--- src/rtl/fetch_buffered_if.sv ---
// Fetch unit bus: instruction-memory request/response, redirect input,
// decoded-stage handshake and sticky status flags.
interface fetch_buffered_if #(
   parameter int WIDTH = 16
);
   logic             imem_req;
   logic [WIDTH-1:0] imem_addr;
   logic             imem_valid;
   logic [WIDTH-1:0] imem_rdata;
   logic             redirect;
   logic [WIDTH-1:0] redirect_pc;
   logic             out_valid;
   logic             out_ready;
   logic [WIDTH-1:0] instr_out;
   logic [WIDTH-1:0] pc_incr_out;
   logic             halted;
   logic             unaligned_err;

   modport master (
      output imem_req, imem_addr, out_valid, instr_out, pc_incr_out, halted, unaligned_err,
      input  imem_valid, imem_rdata, redirect, redirect_pc, out_ready
   );

   modport slave (
      input  imem_req, imem_addr, out_valid, instr_out, pc_incr_out, halted, unaligned_err,
      output imem_valid, imem_rdata, redirect, redirect_pc, out_ready
   );
endinterface

--- src/rtl/fetch_buffered.sv ---
// Prefetching fetch unit with a DEPTH-entry queue, redirect squash and HALT stop.
// FETCH_ALIGN_CHECK_EN: odd fetch PC becomes an error NOP entry and stops fetch.
module fetch_buffered #(
   parameter int               WIDTH    = 16,
   parameter int               DEPTH    = 4,
   parameter logic [WIDTH-1:0] RESET_PC = '0
) (
   input  logic             clk,
   input  logic             rst,
   fetch_buffered_if.master bus
);
   localparam int PW = $clog2(DEPTH);
   localparam int CW = PW + 1;
   localparam logic [WIDTH-1:0] NOP = {5'b00001, {(WIDTH-5){1'b0}}};

   typedef struct packed {
      logic [WIDTH-1:0] instr;
      logic [WIDTH-1:0] pc_incr;
      logic             err;
   } entry_t;

   typedef enum logic [2:0] {S_RUN, S_HALT_PEND, S_ERR_PEND, S_HALTED, S_ERR_STOP} state_t;

   state_t           state, state_n;
   entry_t           q [DEPTH];
   entry_t           enq_entry;
   logic [PW-1:0]    head, tail;
   logic [CW-1:0]    occ, inflight, drop;
   logic [WIDTH-1:0] pc, resp_addr;
   logic             stopped, redir, room, resp, resp_keep, resp_halt;
   logic             can_fetch, issue, err_fire, enq, deq, out_valid, head_halt;

   always_comb begin
      stopped   = (state == S_HALTED) || (state == S_ERR_STOP);
      redir     = bus.redirect && !stopped;
      room      = ({1'b0, occ} + {1'b0, inflight}) < (CW+1)'(DEPTH);
      resp      = bus.imem_valid && (inflight != '0);
      resp_keep = resp && (drop == '0) && (state == S_RUN);
      resp_halt = resp_keep && (bus.imem_rdata[WIDTH-1 -: 5] == 5'b00000);
      // kept responses are the newest in-flight requests, contiguous up to pc-2
      resp_addr = pc - WIDTH'({inflight, 1'b0});
      // an arriving HALT blocks the request in the same cycle
      can_fetch = !rst && (state == S_RUN) && !bus.redirect && room && !resp_halt;
`ifdef FETCH_ALIGN_CHECK_EN
      issue     = can_fetch && !pc[0];
      err_fire  = can_fetch && pc[0] && (inflight == '0);
`else
      issue     = can_fetch;
      err_fire  = 1'b0;
`endif
      out_valid = (occ != '0) && !stopped;
      deq       = out_valid && bus.out_ready && !redir;
      enq       = !redir && (resp_keep || err_fire);
      head_halt = (q[head].instr[WIDTH-1 -: 5] == 5'b00000);
      enq_entry = '{instr: bus.imem_rdata, pc_incr: resp_addr + WIDTH'(2), err: 1'b0};
      if (err_fire)
         enq_entry = '{instr: NOP, pc_incr: pc + WIDTH'(2), err: 1'b1};
   end

   always_comb begin
      state_n = state;
      if (redir)
         state_n = S_RUN;
      else begin
         case (state)
            S_RUN:       if (resp_halt) state_n = S_HALT_PEND;
                         else if (err_fire) state_n = S_ERR_PEND;
            S_HALT_PEND: if (deq && head_halt) state_n = S_HALTED;
            S_ERR_PEND:  if (deq && q[head].err) state_n = S_ERR_STOP;
            default:     state_n = state;
         endcase
      end
   end

   always_ff @(posedge clk) begin
      if (rst) begin
         state    <= S_RUN;
         pc       <= RESET_PC;
         head     <= '0;
         tail     <= '0;
         occ      <= '0;
         inflight <= '0;
         drop     <= '0;
      end else begin
         state    <= state_n;
         inflight <= inflight + CW'(issue) - CW'(resp);
         if (redir)
            pc <= bus.redirect_pc;
         else if (issue)
            pc <= pc + WIDTH'(2);
         // everything still outstanding at a redirect belongs to the old path
         if (redir)
            drop <= inflight - CW'(resp);
         else if (resp && (drop != '0))
            drop <= drop - CW'(1);
         if (redir) begin
            head <= '0;
            tail <= '0;
            occ  <= '0;
         end else begin
            if (enq) tail <= tail + PW'(1);
            if (deq) head <= head + PW'(1);
            occ <= occ + CW'(enq) - CW'(deq);
         end
      end
   end

   always_ff @(posedge clk) begin
      if (enq) q[tail] <= enq_entry;
   end

   assign bus.imem_req    = issue;
   assign bus.imem_addr   = pc;
   assign bus.out_valid   = out_valid;
   assign bus.instr_out   = out_valid ? q[head].instr : NOP;
   assign bus.pc_incr_out = out_valid ? q[head].pc_incr : '0;
   assign bus.halted      = (state == S_HALTED);
`ifdef FETCH_ALIGN_CHECK_EN
   assign bus.unaligned_err = (state == S_ERR_STOP);
`else
   assign bus.unaligned_err = 1'b0;
`endif
endmodule

--- src/flat_wrapper.sv ---
// flat-port wrapper written by rule: the top's interface ports become plain ports
module fetch_buffered_flat 
#(
   parameter int               WIDTH    = 16,
   parameter int               DEPTH    = 4,
   parameter logic [WIDTH-1:0] RESET_PC = '0
)
  (clk, rst, bus_imem_req, bus_imem_addr, bus_out_valid, bus_instr_out, bus_pc_incr_out, bus_halted, bus_unaligned_err, bus_imem_valid, bus_imem_rdata, bus_redirect, bus_redirect_pc, bus_out_ready);
  fetch_buffered_if #(.WIDTH(WIDTH)) bus_i ();
  input  logic clk;
  input  logic rst;
  output wire logic [$bits(bus_i.imem_req)-1:0] bus_imem_req;
  output wire logic [$bits(bus_i.imem_addr)-1:0] bus_imem_addr;
  output wire logic [$bits(bus_i.out_valid)-1:0] bus_out_valid;
  output wire logic [$bits(bus_i.instr_out)-1:0] bus_instr_out;
  output wire logic [$bits(bus_i.pc_incr_out)-1:0] bus_pc_incr_out;
  output wire logic [$bits(bus_i.halted)-1:0] bus_halted;
  output wire logic [$bits(bus_i.unaligned_err)-1:0] bus_unaligned_err;
  input wire logic [$bits(bus_i.imem_valid)-1:0] bus_imem_valid;
  input wire logic [$bits(bus_i.imem_rdata)-1:0] bus_imem_rdata;
  input wire logic [$bits(bus_i.redirect)-1:0] bus_redirect;
  input wire logic [$bits(bus_i.redirect_pc)-1:0] bus_redirect_pc;
  input wire logic [$bits(bus_i.out_ready)-1:0] bus_out_ready;
  assign bus_imem_req = bus_i.imem_req;
  assign bus_imem_addr = bus_i.imem_addr;
  assign bus_out_valid = bus_i.out_valid;
  assign bus_instr_out = bus_i.instr_out;
  assign bus_pc_incr_out = bus_i.pc_incr_out;
  assign bus_halted = bus_i.halted;
  assign bus_unaligned_err = bus_i.unaligned_err;
  assign bus_i.imem_valid = bus_imem_valid;
  assign bus_i.imem_rdata = bus_imem_rdata;
  assign bus_i.redirect = bus_redirect;
  assign bus_i.redirect_pc = bus_redirect_pc;
  assign bus_i.out_ready = bus_out_ready;
  fetch_buffered #(.WIDTH(WIDTH), .DEPTH(DEPTH), .RESET_PC(RESET_PC)) u_core (.clk(clk), .rst(rst), .bus(bus_i));
endmodule
--- config.mk ---
export PLATFORM = sky130hd
export DESIGN_NAME = fetch_buffered_flat
export DESIGN_NICKNAME = d
export VERILOG_FILES = /design/src/rtl/fetch_buffered_if.sv /design/src/rtl/fetch_buffered.sv /design/src/flat_wrapper.sv
export SDC_FILE = /design/constraint.sdc
export NUM_CORES = 1
export LEC_CHECK = 0
export BUFFER_PORTS_ARGS = -buffer_cell sky130_fd_sc_hd__buf_4
export CAP_MARGIN = 5
export CORE_ASPECT_RATIO = 1.75
export CORE_UTILIZATION = 40
export CTS_CLUSTER_SIZE = 30
export DETAILED_ROUTE_END_ITERATION = 16
export PLACE_DENSITY_LB_ADDON = 0.1
export SLEW_MARGIN = 20
export SYNTH_ARGS = -nofsm -noshare
export SYNTH_HDL_FRONTEND = slang
export SYNTH_SLANG_ARGS = --single-unit
--- constraint.sdc ---
create_clock -name clk -period 8.4 [get_ports clk]
set_clock_uncertainty 0.15 [all_clocks]
set_input_delay 0.42 -clock clk [delete_from_list [all_inputs] [get_ports clk]]
set_output_delay 0.42 -clock clk [all_outputs]
set_load 0.005 [all_outputs]
* Yosys cells after proc, flatten, opt, wreduce, memory -nomap -nowiden
Memories as Yosys holds them, arrays and structs flattened. A register that Yosys moved wholly into a read port is not among the register bits.
Cells that the tools add are included.
** Cells by class
- Reduce and logical (&&, ||, !) cells :: 34
- $lt $le $gt $ge :: 1
- Mux-type cells :: 14
- Eq/ne operators :: 7
- Add/sub/neg operators :: 12
** Operators by type and width (count)
- two-way mux 16 bit :: 4
- adder 16 x 2 -> 16 bit (second input constant) :: 2
- subtractor 16 x 4 -> 16 bit :: 1
- logical AND 1 bit :: 15
- two-way mux 3 bit :: 5
- nonzero test 3 bit :: 4
- logical NOT 5 bit :: 2
- one-hot mux 3 bit (3 select lines) :: 1
- subtractor 3 x 1 -> 3 bit :: 3
- adder 3 x 1 -> 3 bit :: 2
- equality test 3 x 2 -> 1 bit (second input constant) :: 2
- logical NOT 3 bit :: 2
- inequality test 2 x 1 -> 1 bit (second input constant) :: 3
- logical NOT 1 bit :: 5
- adder 2 x 1 -> 2 bit (second input constant) :: 2
- adder 3 x 3 -> 4 bit :: 1
- less-than comparator 4 x 3 -> 1 bit (second input constant) :: 1
- two-way mux 2 bit :: 2
- AND reduction 4 bit :: 1
- nonzero test 2 bit :: 2
- equality test 3 x 1 -> 1 bit (second input constant) :: 1
- equality test 3 bit (second input constant) :: 1
- subtractor 3 x 1 -> 3 bit (second input constant) :: 1
- two-way mux 1 bit :: 2
- 3 further kinds :: 3
** Word-level totals
- Memories kept :: 1
- RAM bits :: 128
- Register bits after elaboration :: 32
- Logic and storage cells :: 76
- Bits of input ports :: 37
- Output and inout bits :: 52
** Memory list
- u_core.q :: words 4, width 32, rd ports 1, clocked after memory_dff 1, wr ports 1, line fetch_buffered.sv:25 : entry_t q [DEPTH];

* Logic depth before layout (Yosys ltp)
Gate-level depths: netlist of run 1.
- Depth after elaboration :: 9
- Depth in mapped cells :: 16
- Gate-level depth less buffers :: 14

* Least setup slack after synthesis of run 1
No wires, ideal clock.
- Path kind :: register to register
- From :: reg u_core.inflight[2]
- To :: reg u_core.inflight[2]
- Setup slack :: 5375 ps
- Data required time :: 8122 ps
- Period minus slack after synthesis :: 3025 ps
- Data arrival time :: 2747 ps
- Cell stages (with the launch flop) :: 16
- Path through :: dfxtp_1 -> ha_1 -> nor4_1 -> and4b_1 -> o21a_1 -> buf_4 -> buf_4 -> inv_1 -> ha_1 -> inv_1 -> ha_1 -> inv_1 -> fa_1 -> xnor2_1 -> xnor2_1 -> nor2_1
** On the way
- Word-level cells in the longest chain between the ends :: 9
- Elaborated cells on any way between the ends :: 12
- Those cells by class :: add/sub: 3; order compare: 1; reduce/logical: 8
** Ends and longest elaborated chain
- from (decl) :: line fetch_buffered.sv:28 : logic [CW-1:0] occ, inflight, drop;
- from (signal assigned) :: line fetch_buffered.sv:86 : inflight <= inflight + CW'(issue) - CW'(resp);
- branches (longest 6 deep; another with adder 3 x 3 -> 4 bit)
- logical AND 1 bit (*) :: line fetch_buffered.sv:43 : can_fetch = !rst && (state == S_RUN) && !bus.redirect && room && !resp_halt;
- net bus_imem_req :: line flat_wrapper.sv:12 : output wire logic [$bits(bus_i.imem_req)-1:0] bus_imem_req;
- adder 3 x 1 -> 3 bit (*) :: line fetch_buffered.sv:86
- subtractor 3 x 1 -> 3 bit (*) :: line fetch_buffered.sv:86
Mark *: on every way through the listed nets, which the timed path passes.
A chain may end at the register's enable or synchronous reset.

* Worst setup path in the final report of run 1
- From :: reg u_core.inflight[2]
- To :: reg u_core.inflight[2]
** On the way
- Word-level cells in the longest chain between the ends :: 9
- Elaborated cells on any way between the ends :: 12
- Those cells by class :: add/sub: 3; order compare: 1; reduce/logical: 8
** Ends and longest elaborated chain (line)
- branches (longest 8 deep; another with adder 3 x 3 -> 4 bit)
- subtractor 3 x 1 -> 3 bit (*) :: fetch_buffered.sv:86
Mark *: on every way between the ends.

==> results.py, run 1 <==
metrics = {
    "timing": {
        "post-route-period-util_pct": 44.9,
        "setup_ws_ps": 4630,
        "finalHoldViolCount": 0,
        "slew_viol_final": 0,
        "setup_tns_ps": 0,
        "max-slew-margin-rel_pct": 26.7,
        "rsz0062_at_grt": "no",
        "setup_viol": 0,
        "max_freq_mhz": 265,
        "tightest_slew_ps": 1100,
        "period_minus_slack_ps": 3770,
    },
    "cells_and_area": {
        "antenna_cells": 0,
        "layout.nets": 707,
        "fillerInstances": 1659,
        "multi_input_area_um2": 2830,
        "layout-drive-gt1-share_pct": 25.7,
        "fin_util_pct": 48.7,
        "ff_latch_area_um2": 4530,
        "area_delta_synth_final_pct": 18.8,
    },
    "place": {
        "pre_cts_ws_ps": 4680,
        "port_buffers": 87,
        "place.gp.congestion": 0.804,
        "hpwl_um": 10500,
    },
    "die": {
        "die_w_um": 106,
        "pin_count": 89,
        "start_util_pct": 41.0,
        "core-area_um2": 18600,
        "fp.dieArea_um2": 19600,
        "rows": 66,
        "die_y_um": 184,
    },
    "global_route": {
        "grt_pass1_vias": 4792,
        "track_usage_pct": 17.1,
        "antenna_found_initial": 0,
        "grt_start_max_net_pins": 33,
        "grt_pass1_wl_um": 25100,
        "grt-ovfl-total": 0,
    },
    "routing": {
        "via_per_inst": 5.22,
        "firstDrtPassIters": 4,
        "wl_um": 15600,
        "drt_iter0_markers": 175,
        "ant_nets": 0,
        "drc": 0,
        "vias": 4578,
        "wire_per_inst_um": 17.8,
    },
    "pwr": {
        "leakage_nw": 3.36,
        "vdd_drop_max_v": 0.000129,
        "swShare_pct": 27.1,
        "seqPwrFrac_pct": 46.6,
        "netSwitchingPower_mw": 0.582,
        "power.density_nw_per_um2": 237,
        "intPower_mw": 1.56,
        "combPwrFrac_pct": 19.7,
        "p_clk_share_pct": 33.7,
    },
    "yosys": {
        "netlist.area_leader.share_pct": 50.5,
        "synthTopCellsByArea": "edfxtp_1, mux4_2, dfxtp_1, ha_1, and2_1",
        "yosysWarnings": 0,
        "ys_seq_elements": 162,
        "synth_nets": 616,
        "synthArstFlopShare_pct": 0,
        "synthMuxAreaShare_pct": 10.4,
        "synth_xor_area_share_pct": 2.88,
        "avgSynthCellArea_um2": 14.2,
        "synthMostInstantiatedCell": "edfxtp_1",
        "ys_seq_area_share_pct": 59.4,
        "yosys.area.top_type": "edfxtp_1",
        "synth_flop_cell": "edfxtp_1",
        "synthTopCellsByCount": "edfxtp_1, ha_1, and2_1, inv_1, dfxtp_1",
        "synth-compound-area-share_pct": 6.81,
        "synth_cells": 535,
        "synth_area_um2": 7610,
        "synth_top_family_by_area": "multiplexers",
        "synth-edff-count": 128,
        "synth_cell_types": 58,
        "synthSimpleGateAreaFrac_pct": 9.50,
        "synthAdderAreaFrac_pct": 7.53,
    },
    "critical_path": {
        "arrival_ps": 3940,
        "cp-start-kind": "register",
        "startpoint": "u_core.inflight[2]$_SDFF_PP0_",
        "endpoint_kind": "register",
        "worst-r2r-setup-slack_ps": 4630,
        "required_ps": 8560,
        "critPathMaxFanout": 28,
        "reg2reg_from": "u_core.inflight[2]$_SDFF_PP0_",
        "critical_path_class": "register to register",
    },
    "min_path": {
        "min-delay-start": "bus_imem_rdata[8]",
        "hold_class": "input port to register",
    },
    "clock_network": {
        "cts_resized": 0,
        "cts_made_buffers": 17,
        "path_clk_slew_ps": 60,
        "cts.htree.levels": 4,
        "clock_latency_ps": 420,
        "cts_tree": "done",
        "ctsHoldBuffers": 0,
        "cts-root-buf": "clkbuf_16",
        "post_cts_buffers": 0,
        "clockBufferDepth": 2,
        "numClockSinks": 162,
    },
    "run_status": {
        "status": "finished, final reports clean",
    },
    "job": {
        "cap_violations": 0,
    },
}
## stage by stage
step	instances	hold slack (ps)	total power [mW]	cell area, um2
6_report	877	47.9	2.15	9040
2_1_floorplan	535	326	1.31	7610
5_1_grt	877	27.8	2.26	9040
4_1_cts	877	29.6	2.18	9040
3_3_place_gp	845	361	1.43	8480
3_5_place_dp	845	364	1.45	8480
## metal layers
layer	global-route usage (%)	wire, um	vias to the layer above
met5	0	0	-
met4	6.44	284	0
met3	3.25	462	20
met2	32.0	8560	98
met1	19.0	6270	2275
li1	-	-	2185
## critical path, stage by stage, from the launching register on
cell and delay, ps:
dfxtp_1 410, ha_1 260, nor4_1 240, and4b_1 310
o21a_1 890, inv_1 110, ha_1 320, inv_1 50
ha_1 140, inv_1 50, fa_1 370, xnor2_1 180
xnor2_1 130, nor2_1 50
## power by group through the flow
stage	Combinational, mW	Clock, mW	Sequential [mW]
6_report	0.424	0.723	1.00
5_1_grt	0.478	0.777	1.01
4_1_cts	0.432	0.742	1.00
3_5_place_dp	0.430	0	1.02
3_3_place_gp	0.415	0	1.01
2_1_floorplan	0.303	0	1.01
## cells by family after synthesis
| family | after synthesis |
|---|---|
| DFF | 162 |
| and+or+nand+nor | 130 |
| AOI/OAI and AO/OA | 77 |
| buffers and inverters | 57 |
| adders and majority gates | 44 |
| muxes | 39 |
| xor gates and xnor gates | 25 |
| other | 1 |
## worst paths after layout
check	to	cells past startpoint
min reg2reg	register	2
max reg2reg	u_core.inflight[2]$_SDFF_PP0_	13
min	u_core.q[2][24]$_DFFE_PP_	1
max	u_core.inflight[2]$_SDFF_PP0_	13
## flip-flops by register name, indices dropped and copies added (netlist names), named ones only
register and count:
u_core.tail 2, u_core.drop 3, u_core.state 3, u_core.head 2
u_core.q 128, u_core.occ 3, u_core.bus.imem_addr 16, u_core.inflight 3
## placed cells by master (no fill, tap or decap), drive strengths merged, types with 17 or more instances in the layout
| cell type | Yosys | routed |
|---|---|---|
| ha | 41 | 41 |
| edfxtp | 128 | 128 |
| buf | 15 | 93 |
| a21oi | 19 | 19 |
| nor2 | 30 | 30 |
| and2 | 35 | 35 |
| mux4 | 32 | 32 |
| inv | 36 | 39 |
| clkbuf | 6 | 17 |
| dfxtp | 34 | 34 |
## cell type report
class                           count  share of cell area, %
Timing Repair Buffer               93                   7.72
Tap cell                          238                   3.29
Clock buffer                       17                   4.70
Sequential cell                   162                   50.0
Inverter                           36                   1.49
Multi-Input combinational cell    316                   31.3
Clock inverter                     15                   1.49
Note: power is estimated with default switching activity, not from simulation.
==> run 2, diff against run 1 <==
- ABC_AREA: unset -> 1
- clock period: 8.4 -> 3.89 ns (I/O delays scaled with it)
==> results.py, run 2 <==
metrics = {
    "clock_network": {
        "numClockSinks": 162,
        "clock_latency_ps": 420,
        "cts.htree.levels": 4,
        "cts-root-buf": "clkbuf_16",
        "path_clk_slew_ps": 60,
        "cts_tree": "done",
        "cts_made_buffers": 17,
        "clockBufferDepth": 2,
    },
    "timing": {
        "tightest_slew_ps": 625,
        "finalHoldViolCount": 0,
        "max-slew-margin-rel_pct": 58.3,
        "setup_viol": 0,
        "post-route-period-util_pct": 73.7,
        "slew_viol_final": 0,
        "max_freq_mhz": 349,
        "period_minus_slack_ps": 2870,
        "rsz0062_at_grt": "no",
        "setup_tns_ps": 0,
    },
    "pwr": {
        "power.density_nw_per_um2": 522,
        "leakage_nw": 4.23,
        "vdd_drop_max_v": 0.000255,
    },
    "routing": {
        "wl_um": 17800,
        "wire_per_inst_um": 14.7,
        "ant_nets": 0,
        "vias": 5901,
        "drt_iter0_markers": 221,
        "firstDrtPassIters": 4,
        "via_per_inst": 4.87,
        "drc": 0,
    },
    "yosys": {
        "synth-edff-count": 128,
        "yosysWarnings": 0,
        "synth_cell_types": 35,
        "synth_nets": 919,
        "ys_seq_elements": 162,
        "netlist.area_leader.share_pct": 47.9,
        "synth_area_um2": 8030,
        "ys_seq_area_share_pct": 56.4,
        "synth_cells": 838,
        "synthMostInstantiatedCell": "nand2_1",
        "synth_flop_cell": "edfxtp_1",
        "yosys.area.top_type": "edfxtp_1",
        "synthTopCellsByArea": "edfxtp_1, dfxtp_1, nand2_1, nor2_1, ha_1",
        "synthTopCellsByCount": "nand2_1, nor2_1, edfxtp_1",
        "avgSynthCellArea_um2": 9.58,
        "synthArstFlopShare_pct": 0,
    },
    "die": {
        "fp.dieArea_um2": 20700,
        "rows": 68,
        "die_w_um": 109,
        "core-area_um2": 19700,
        "start_util_pct": 40.8,
        "pin_count": 89,
        "die_y_um": 189,
    },
    "place": {
        "port_buffers": 87,
        "place.gp.congestion": 0.781,
        "hpwl_um": 11500,
        "placed_cells": 1145,
    },
    "cells_and_area": {
        "fillerInstances": 1864,
        "final_common_cell": "nand2_1",
        "layout.nets": 1034,
        "max_flop_register": "u_core.q",
        "final_cell_mix": "nand2_1, nor2_1, edfxtp_1",
        "largest_register_ff_count": 128,
        "layout-drive-gt1-share_pct": 15.2,
        "area_delta_synth_final_pct": 23.0,
        "antenna_cells": 0,
        "fin_cells": 1211,
    },
    "critical_path": {
        "cp_slowest_cell": "dfxtp_1",
        "endpoint_kind": "register",
        "slowest_delay_ps": 470,
        "cp-start-kind": "register",
        "path_cells": "ha_1 -> nand3_1 -> nand3_1 -> nor2_1 -> nand2_4 -> ha_1 -> inv_1 -> ha_1 -> inv_1 -> fa_1 -> xor2_1 -> o21ai_0 -> a21oi_1",
        "arrival_ps": 3020,
        "critical_path_class": "register to register",
        "required_ps": 4050,
        "critPathMaxFanout": 25,
        "crit_top_cell": "ha_1",
    },
    "min_path": {
        "hold_class": "input port to register",
    },
    "global_route": {
        "grt_pass1_wl_um": 28700,
        "antenna_found_initial": 0,
        "track_usage_pct": 18.2,
        "grt_pass1_vias": 5791,
        "grt-ovfl-total": 0,
        "grt_start_max_net_pins": 65,
    },
    "job": {
        "cap_violations": 0,
    },
    "run_status": {
        "status": "finished, final reports clean",
    },
}
run 2: cell types whose count changed after synthesis, sizes merged, moves of 8 or more:
cell,change
a21oi,+10
xnor2,-12
xor2,+11
inv,+54
nor2,+110
nor3,-8
and2,-35
o21ai,+59
o22ai,+25
mux4,-32
nand3,+47
nand2,+129
and3,-8
run 2: cell families after synthesis:
logic type	after synthesis	share of synthesized area (%)
fa+ha+maj	44	7.14
xor+xnor	24	2.62
simple gates	354	18.5
buf+inv	123	6.55
other cells	1	0.0467
flops	162	56.4
compound gates	130	8.77
run 2: power breakdown:
group          switching (mW)  internal [mW]  total [mW]  leakage (nW)
sequential             0.0752           2.13        2.21          1.43
clock                   0.643           1.17        1.82         0.308
combinational           0.706          0.422        1.13          2.49
total                    1.42           3.73        5.15          4.23
run 2: path summary, 6_finish.rpt:
path                                                    start                            end  slack [ps]  cells after the start
worst max-delay path            u_core.inflight[1]$_SDFF_PP0_  u_core.inflight[2]$_SDFF_PP0_        1020                     13
worst min-delay path                             bus_redirect   u_core.state[1]$_SDFFE_PP0P_          60                      6
worst max register to register  u_core.inflight[1]$_SDFF_PP0_  u_core.inflight[2]$_SDFF_PP0_        1020                     13
worst min register to register    u_core.drop[2]$_SDFFE_PP0P_    u_core.drop[2]$_SDFFE_PP0P_         320                      2
run 2: through the flow:
stage | setup slack [ps] | util, % | hold slack, ps | power [mW] | area, um2
3_3_place_gp | 1060 | 45.2 | 252 | 3.35 | 8880
5_1_grt | 858 | 50.2 | 103 | 5.42 | 9870
3_5_place_dp | 1030 | 45.2 | 254 | 3.35 | 8880
2_1_floorplan | 895 | - | 143 | 3.01 | 8030
4_1_cts | 1010 | 50.2 | 60.9 | 5.20 | 9870
6_report | 1020 | 50.2 | 62.0 | 5.15 | 9870
run 2: final cells by class:
cell class              count  area, um2  share of cell area (%)
inverters                  91        345                    3.50
repair buffers            128       1060                    10.7
clock buffers              23        468                    4.74
multi-input cells         553       2990                    30.3
clock inverters             9        179                    1.81
flip-flops and latches    162       4530                    45.8
well taps                 245        307                    3.11
run 2: worst max-delay path, delay by kind of cell (launching register included):
kind            cells  cell delay (ps)
flops               1              470
compound gates      2              200
buf+inv             2              100
xor+xnor            1              160
fa+ha+maj           4             1130
simple gates        4              520
run 2: per-layer routing:
metal | wire (um) | track usage, % | vias to the layer above | share of wire [%]
met2 | 9690 | 34.5 | 97 | 55
met5 | 0 | 0 | - | 0
li1 | - | - | 3026 | -
met4 | 294 | 6.50 | 0 | 1.7
met3 | 425 | 2.58 | 20 | 2.4
met1 | 7350 | 20.0 | 2758 | 41
run 2: timing repair:
action | in CTS | in global routing
endpoints found under the hold margin | 83 | 0
resized for setup | 0 | 0
hold buffers | 34 | 0
setup buffers | 0 | 0
==> run 3, diff against run 2 <==
- clock period: 3.89 -> 2.8 ns (I/O delays scaled with it)
==> results.py, run 3 (synthesis gave the netlist of run 2 again) <==
metrics = {
    "run_status": {
        "status": "finished, final reports clean",
    },
    "critical_path": {
        "critical_path_class": "register to register",
        "critPathMaxFanout": 4,
        "cp-start-kind": "register",
        "arrival_ps": 2700,
        "required_ps": 2960,
        "endpoint_kind": "register",
    },
    "routing": {
        "ant_nets": 0,
        "wire_per_inst_um": 14.6,
        "vias": 5986,
        "drt_iter0_markers": 253,
        "drc": 0,
        "via_per_inst": 4.91,
        "firstDrtPassIters": 6,
        "wl_um": 17800,
    },
    "pwr": {
        "vdd_drop_max_v": 0.000351,
        "power.total_mw": 7.04,
        "power.density_nw_per_um2": 710,
        "leakage_nw": 4.25,
    },
    "die": {
        "die_w_um": 109,
        "die_y_um": 189,
        "start_util_pct": 40.8,
        "core-area_um2": 19700,
        "rows": 68,
        "fp.dieArea_um2": 20700,
        "pin_count": 89,
    },
    "timing": {
        "period_minus_slack_ps": 2540,
        "slew_viol_final": 0,
        "max-slew-margin-rel_pct": 57.0,
        "setup_viol": 0,
        "whs_ps": 29.2,
        "rsz0062_at_grt": "no",
        "finalHoldViolCount": 0,
        "tightest_slew_ps": 645,
        "post-route-period-util_pct": 90.8,
        "max_freq_mhz": 393,
    },
    "clock_network": {
        "clockBufferDepth": 2,
        "clock_latency_ps": 420,
        "numClockSinks": 162,
        "cts_made_buffers": 17,
        "cts.htree.levels": 4,
        "cts-root-buf": "clkbuf_16",
        "cts_tree": "done",
        "path_clk_slew_ps": 70,
    },
    "global_route": {
        "grt_pass1_vias": 5953,
        "grt_start_max_net_pins": 65,
        "grt_pass1_wl_um": 28900,
        "gr-usage-met3_pct": 3.10,
        "track_usage_pct": 18.4,
        "antenna_found_initial": 0,
        "grt.met2_usage_pct": 34.8,
        "grt-ovfl-total": 0,
        "top_usage_layer": "met2",
        "grtUsageMet1_pct": 20.1,
    },
    "place": {
        "postPlaceCellArea_um2": 8970,
        "placed_cells": 1152,
        "port_buffers": 87,
        "place.gp.congestion": 0.780,
        "hpwl_um": 11700,
    },
    "cells_and_area": {
        "layout.nets": 1041,
        "fillerInstances": 1882,
        "antenna_cells": 0,
        "area_delta_synth_final_pct": 23.6,
        "layout-drive-gt1-share_pct": 16.2,
        "finalInstanceArea_um2": 9920,
        "final_cell_mix": "nand2_1, nor2_1, edfxtp_1",
        "max_flop_register": "u_core.q",
        "fin_cells": 1218,
        "final_common_cell": "nand2_1",
        "largest_register_ff_count": 128,
    },
    "job": {
        "cap_violations": 0,
    },
    "min_path": {
        "hold_class": "input port to register",
    },
}
run 3: cell types whose count changed in the layout (fill, tap and decap cells not counted), moves of 2 or more:
| cell | previous run | this run |
|---|---|---|
| clkinvlp_4 | 2 | 6 |
| buf_12 | 1 | 4 |
| buf_4 | 93 | 97 |
| bufinv_16 | 5 | 3 |
| clkbuf_1 | 4 | 1 |
| inv_6 | 0 | 3 |
| clkbuf_8 | 2 | 0 |
run 3: cell type report:
type	count	area (um2)	share of cell area (%)
Clock buffer	18	429	4.32
Clock inverter	14	179	1.80
Inverter	91	345	3.48
Multi-Input combinational cell	553	2990	30.1
Sequential cell	162	4530	45.6
Tap cell	245	307	3.09
Timing Repair Buffer	135	1150	11.6
run 3: critical path, stage by stage (launching register included):
cell	delay, ps
dfxtp_1	420
ha_1	260
nand3_1	80
nand3_1	60
nor2_1	170
nand2_4	70
ha_1	280
inv_1	50
ha_1	130
inv_1	50
fa_1	370
xor2_1	160
o21ai_0	140
a21oi_1	50
run 3: worst paths after layout:
path / from / end / slack (ps) / cells after the start
worst max register to register: u_core.occ[1]$_SDFF_PP0_ / u_core.inflight[2]$_SDFF_PP0_ / 260 / 13
worst min register to register: u_core.drop[2]$_SDFFE_PP0P_ / u_core.drop[2]$_SDFFE_PP0P_ / 320 / 2
worst min-delay path: bus_redirect / u_core.state[1]$_SDFFE_PP0P_ / 30 / 6
worst max-delay path: u_core.occ[1]$_SDFF_PP0_ / u_core.inflight[2]$_SDFF_PP0_ / 260 / 13
run 3: routing by layer:
layer  vias to the layer above  wire length (um)
met1                      2812              7300
met5                         -                 0
met2                       109              9670
met3                        18               518
met4                         0               274
li1                       3047                 -
run 3: power by group:
| group | internal (mW) | switching (mW) | total, mW |
|---|---|---|---|
| Sequential | 2.96 | 0.0919 | 3.06 |
| Clock | 1.41 | 0.954 | 2.37 |
| Combinational | 0.616 | 1.01 | 1.62 |
| Total | 4.99 | 2.05 | 7.04 |
run 3: what timing repair did:
| item | 4_1_cts | 5_1_grt |
|---|---|---|
| hold endpoints to repair | 83 | 0 |
| buffers inserted | 0 | 0 |
| gates resized for setup | 0 | 1 |
| hold buffers | 34 | 0 |
| setup endpoints to repair | 0 | 1 |
run 3: stage by stage:
step	utilization [%]	setup WS (ps)	setup TNS (ps)
2_1_floorplan	-	-195	-24930
3_3_place_gp	45.7	217	0
3_5_place_dp	45.7	185	0
4_1_cts	50.5	177	0
5_1_grt	50.5	56.5	0
6_report	50.5	258	0
